<file path="config.mk">
export PLATFORM = sky130hd
export DESIGN_NAME = fft_stage_sequencer
export DESIGN_NICKNAME = d
export VERILOG_FILES = /design/src/rtl/fft_ctrl_pkg.sv /design/src/rtl/fft_valid_delay.sv /design/src/rtl/fft_stage_sequencer.sv
export SDC_FILE = /design/constraint.sdc
export NUM_CORES = 1
export LEC_CHECK = 0
export CORE_MARGIN = 2
export CORE_UTILIZATION = 43
export DETAILED_ROUTE_END_ITERATION = 10
export PLACE_DENSITY = 0.72
export SETUP_SLACK_MARGIN = 0.5
export SYNTH_ARGS = -nofsm -noshare
export SYNTH_HDL_FRONTEND = slang
export SYNTH_SLANG_ARGS = --single-unit
</file>
<file path="constraint.sdc">
create_clock -name clk -period 1.67 [get_ports clk]
set_clock_uncertainty 0.15 [all_clocks]
set_input_delay 0.167 -clock clk [delete_from_list [all_inputs] [get_ports clk]]
set_output_delay 0.167 -clock clk [all_outputs]
set_load 0.005 [all_outputs]
</file>
<file path="src/rtl/fft_ctrl_pkg.sv">
// Shared control definitions for the FFT stage sequencer: state encoding and
// default geometry of the butterfly pipeline.
package fft_ctrl_pkg;

   localparam int DEF_NUM_STAGES = 4;    // butterfly stages in the pipeline
   localparam int DEF_BEATS      = 32;   // beats per frame (512 points / 16 lanes)
   localparam int DEF_STAGE_LAT  = 1;    // enable-to-output cycles of one stage
   localparam int LANES          = 16;   // complex samples carried per beat

   typedef enum logic [1:0] {
      ST_IDLE  = 2'd0,
      ST_RUN   = 2'd1,
      ST_FLUSH = 2'd2
   } seq_state_t;

endpackage

</file>
<file path="src/rtl/fft_valid_delay.sv">
// Valid strobe plus beat index delay line modelling one butterfly stage.
// The index travels with its valid bit so twiddle addressing never has to be
// recomputed downstream.
module fft_valid_delay #(
   parameter int LAT = 1,
   parameter int W   = 5
) (
   input  logic         clk,
   input  logic         rst,
   input  logic         i_clr,
   input  logic         i_vld,
   input  logic [W-1:0] i_idx,
   output logic         o_vld,
   output logic [W-1:0] o_idx,
   output logic         o_any
);

   logic [LAT-1:0]        r_vld;
   logic [LAT-1:0][W-1:0] r_idx;

   // Shift valid and index together; a clear drops every beat in the line.
   always_ff @(posedge clk) begin
      if (rst) begin
         r_vld <= '0;
         r_idx <= '0;
      end else begin
         if (i_clr) begin
            r_vld <= '0;
         end else begin
            r_vld[0] <= i_vld;
            for (int i = 1; i < LAT; i++) r_vld[i] <= r_vld[i-1];
         end
         r_idx[0] <= i_idx;
         for (int i = 1; i < LAT; i++) r_idx[i] <= r_idx[i-1];
      end
   end

   assign o_vld = r_vld[LAT-1];
   assign o_idx = r_idx[LAT-1];
   assign o_any = |r_vld;

endmodule

</file>
<file path="src/rtl/fft_stage_sequencer.sv">
// Sequences beats of a streaming FFT frame through NUM_STAGES butterfly
// stages: per-stage enables and twiddle beat indices, frame boundaries,
// flush/abort handling and a completed-frame counter.
module fft_stage_sequencer
   import fft_ctrl_pkg::*;
#(
   parameter int NUM_STAGES = DEF_NUM_STAGES,
   parameter int BEATS      = DEF_BEATS,
   parameter int STAGE_LAT  = DEF_STAGE_LAT,
   // Derived width of the beat index; not meant to be overridden.
   parameter int CNT_W      = $clog2(BEATS)
) (
   input  logic                             clk,
   input  logic                             rst,
   input  logic                             in_valid,
   output logic                             in_ready,
   input  logic                             flush,
   output logic [NUM_STAGES-1:0]            stage_en,
   output logic [NUM_STAGES-1:0][CNT_W-1:0] stage_beat,
   output logic                             out_valid,
   output logic                             frame_start,
   output logic                             frame_done,
   output logic                             abort,
   output logic                             busy,
   output logic [15:0]                      frame_cnt
);

   localparam logic [CNT_W-1:0] LAST_BEAT = CNT_W'(BEATS - 1);

   seq_state_t                    r_state;
   logic [CNT_W-1:0]              r_in_cnt;
   logic                          r_v0;
   logic [CNT_W-1:0]              r_b0;
   logic                          r_abort;
   logic [15:0]                   r_frame_cnt;

   logic                          w_accept;
   logic                          w_kill;
   logic                          w_any;
   logic [NUM_STAGES:0]           w_vld;
   logic [NUM_STAGES:0][CNT_W-1:0] w_idx;
   logic [NUM_STAGES-1:0]         w_any_stage;

   // A flush blocks acceptance in the same cycle, so flush always wins.
   assign in_ready    = (r_state != ST_FLUSH) & ~flush;
   assign w_accept    = in_valid & in_ready;
   assign w_kill      = flush & (r_state == ST_RUN);
   assign frame_start = w_accept & (r_in_cnt == '0);

   assign w_vld[0] = r_v0;
   assign w_idx[0] = r_b0;

   for (genvar k = 0; k < NUM_STAGES; k++) begin : g_stage
      fft_valid_delay #(
         .LAT (STAGE_LAT),
         .W   (CNT_W)
      ) u_dly (
         .clk   (clk),
         .rst   (rst),
         .i_clr (w_kill),
         .i_vld (w_vld[k]),
         .i_idx (w_idx[k]),
         .o_vld (w_vld[k+1]),
         .o_idx (w_idx[k+1]),
         .o_any (w_any_stage[k])
      );
   end

   assign w_any      = r_v0 | (|w_any_stage);
   assign stage_en   = w_vld[NUM_STAGES-1:0];
   assign stage_beat = w_idx[NUM_STAGES-1:0];
   assign out_valid  = w_vld[NUM_STAGES];
   // A flush clears every in-flight beat, so an aborted frame's last beat can
   // never reach the output; index BEATS-1 at the output marks a whole frame.
   assign frame_done = out_valid & (w_idx[NUM_STAGES] == LAST_BEAT);
   assign abort      = r_abort;
   assign busy       = (r_state != ST_IDLE) | w_any;
   assign frame_cnt  = r_frame_cnt;

   // Control FSM, input beat counter, stage-0 register and frame counter.
   always_ff @(posedge clk) begin
      if (rst) begin
         r_state     <= ST_IDLE;
         r_in_cnt    <= '0;
         r_v0        <= 1'b0;
         r_b0        <= '0;
         r_abort     <= 1'b0;
         r_frame_cnt <= '0;
      end else begin
         r_abort <= w_kill & ((r_in_cnt != '0) | w_any);
         r_v0    <= w_accept;
         r_b0    <= r_in_cnt;

         if (w_kill) begin
            r_in_cnt <= '0;
         end else if (w_accept) begin
            r_in_cnt <= (r_in_cnt == LAST_BEAT) ? '0 : r_in_cnt + 1'b1;
         end

         if (frame_done) r_frame_cnt <= r_frame_cnt + 16'd1;

         case (r_state)
            ST_IDLE:  if (w_accept) r_state <= ST_RUN;
            ST_RUN: begin
               if (flush) r_state <= ST_FLUSH;
               else if (!w_any && (r_in_cnt == '0) && !w_accept) r_state <= ST_IDLE;
            end
            ST_FLUSH: if (!w_any) r_state <= ST_IDLE;
            default:  r_state <= ST_IDLE;
         endcase
      end
   end

endmodule

</file>
==> reports/results.ini <==
[finish]
diodes = 0
final_nets = 340
drive_gt1_frac = 0.688
syn_to_final_growth_pct = 84.9
nFillCells = 247
final_cells = 385
utilization = 0.838

[timing]
fin_crit_sh = 1.13
fmax_mhz = 531
slew_headroom = 0.753
hold_viol_final = 0
slew_viol_final = 0
period_needed_ns = 1.88
setup_viol = 16
rsz0062_at_grt = true
finalSetupTns_ns = -1.95
setup_ws_ns = -0.215
worst_slew_pin_slew_ns = 0.369

[global_routing]
grt_pass1_wl_mm = 9.24
antenna_found_initial = 0
globalRouteTotalUtil = 0.233
grt_max_degree = 42
overflow = 0
grt_pass1_vias = 1981

[clock_network]
cts_tree = yes
cts_buffer_depth = 2
cts-buffers-inserted = 5
cts_max_level = 2
clock_sinks = 54
insertion_delay_ns = 0.32
path_clk_slew_ns = 0.11
root_buffer = clkbuf_8
ctsHoldBuffers = 0

[power]
ir_worst_vdd_v = 0.000576
p_leak_nw = 1.66
power_density_nw_per_um2 = 642

[synth]
synthSimpleGateAreaFrac = 0.278
yosysWarnings = 0
ys_async_sr_fraction = 0
synthMuxAreaShare = 0.0100
synthAdderAreaFrac = 0.0250
synth_compound_area_frac = 0.0601
yosysTopAreaCell = dfxtp_1
synth-main-ff-cell = dfxtp_1
synth_xor_area_frac = 0.0394
yosysSeqAreaShare = 0.541
syn_area_per_cell_um2 = 9.52
synth.distinct_cells = 33
synth-edff-count = 0
synth_area_leaders = dfxtp_1 (54%), nor2b_1 (7.8%), xnor2_1 (3.9%), nor2_1 (3.8%), a21oi_1 (2.8%)
synth_area_um2 = 2000
syn_inst = 210
syn_nets = 218
synth_top_family_by_area = simple AND/OR/NAND/NOR gates
ys_ff_latch = 54
yosys.area.top_type_share = 0.541

[job]
max_cap_viol_count = 0

[setup_path]
rr_worst_depth = 5
startpoint_type = flip-flop
required_ns = 1.76
cp_cell_sequence = nand4_1, buf_4, or4_4, or3_1, a21oi_2
arrival_ns = 1.98
cp_slowest_cell = or4_4
end_kind = flip-flop
crit_fanout = 4
cpPeakStageDelay_ns = 0.57
critPathKind = flip-flop to flip-flop

[placed_design]
port_buffers = 49
dp_hpwl_mm = 3.19
gp_congestion = 0.802
dp.cells = 335

[drt]
dr.pass1.iters = 4
wl_per_cell_um = 17.8
vias_per_cell = 5.19
first_iter_violations = 88
finalWirelength_mm = 6.86
detail-route-antenna-nets = 0
drc = 0
num_vias = 1997

[die]
chipHeight_um = 72.2
io_pins = 50
rows = 24
die_w_um = 72.2
start_util = 0.453
coreArea_um2 = 4410
die_area_um2 = 5210

[run_status]
status = finished with violations
violations = setup timing

[worst_hold_path]
whs_path_depth = 1
hp-class = flip-flop to flip-flop

==> cell families (layout without fill, tap and decap cells) <==
| kind of cell | count (synthesis) | in the layout |
|---|---|---|
| AO/OA/AOI/OAI | 23 | 23 |
| XOR/XNOR | 9 | 9 |
| buffers and inverters | 20 | 143 |
| flip-flops | 54 | 54 |
| multiplexers | 2 | 2 |
| AND/OR/NAND/NOR | 98 | 98 |
| adder cells (fa/ha/maj) | 4 | 4 |
==> timing repair <==
action	CTS	global route
gates cloned	0	0
gates resized for setup	245	69
pin swaps	34	25
setup buffers	29	13
endpoints found under the setup margin	74	74
endpoints found under the hold margin	0	0
==> synthesized netlist by cell type (2+ instances only) <==
cell       n
buf_1      2
nand4b_1   2
inv_1      8
buf_2      2
xnor2_1    9
ha_1       4
o21ai_0   10
nor4_1     5
nand2_1   11
nor2_1    20
nand3_1    6
a21oi_1   11
nor2b_1   25
dfxtp_1   54
nand4_1    2
nor3_1     3
clkbuf_1   4
or4_1      3
and3_1     2
or3_1      7
and2_1     4
buf_4      4
mux2i_1    2
==> cell usage in the layout, fill, tap and decap left out, drive strengths merged, types with 2 or more instances in the layout <==
cell,count
or4,3
clkdlybuf4s50,3
or3,7
nor2,20
clkbuf,27
o21ai,10
and3,2
nand3,7
mux2i,2
inv,9
ha,4
dfxtp,54
nor3,3
buf,101
xnor2,9
or4b,2
nand4,3
and2,4
nand4b,2
nor4,5
nand2,11
a21oi,11
nor2b,25
==> worst paths after layout <==
path | startpoint | end | slack [ns]
setup / recovery | g_stage[3].u_dly.o_idx[2]$_SDFF_PP0_ | frame_cnt[14]$_SDFFE_PP0P_ | -0.21
hold / removal | g_stage[1].u_dly.o_idx[3]$_SDFF_PP0_ | g_stage[2].u_dly.o_idx[3]$_SDFF_PP0_ | 0.29
setup reg to reg | g_stage[3].u_dly.o_idx[2]$_SDFF_PP0_ | frame_cnt[14]$_SDFFE_PP0P_ | -0.21
hold reg to reg | g_stage[1].u_dly.o_idx[3]$_SDFF_PP0_ | g_stage[2].u_dly.o_idx[3]$_SDFF_PP0_ | 0.29
==> report_power, final <==
| part | leakage (nW) | switching, mW | internal, mW |
|---|---|---|---|
| combinational | 1.14 | 0.0856 | 0.101 |
| clock | 0.0585 | 0.447 | 0.450 |
| sequential | 0.462 | 0.00667 | 1.28 |
| total | 1.66 | 0.539 | 1.84 |
==> state kept, by name, indices dropped and copies added (netlist names) <==
name	cells
r_v0	1
r_b0	5
r_state	2
r_in_cnt	5
g_stage.u_dly.o_idx	20
g_stage.u_dly.o_any	4
abort	1
frame_cnt	16
==> through the flow <==
step	worst slack [ns]	instance area, um2	power (mW)	hold slack (ns)
floorplan	-0.0711	2090	1.39	0.0926
global placement	-0.354	2850	1.45	0.293
detailed placement	-0.443	2850	1.45	0.297
CTS	-0.204	3550	2.35	0.296
global route	-0.256	3700	2.46	0.322
finish	-0.215	3700	2.37	0.286
==> area by class of cell <==
cell class,count,area [um2],share of cell area
inverters,8,30.0,0.00812
multi-input cells,136,1200,0.324
repair buffers,127,1130,0.306
clock buffers,5,68.8,0.0186
flip-flops and latches,54,1160,0.314
well taps,52,65.1,0.0176
clock inverters,3,43.8,0.0118
==> critical path, delay by kind of cell, from the launching register on <==
kind | cells | cell delay, ns
compound gates | 1 | 0.12
buf+inv | 1 | 0.18
flops | 1 | 0.33
simple gates | 3 | 1.04
==> layer usage <==
layer	up-vias	GRT usage	wire length (um)
met4	0	0.105	217
met2	75	0.413	3720
met5	-	0	0
met1	955	0.264	2650
met3	18	0.0556	280
li1	949	-	-
Power figures use the tool's default switching activity.
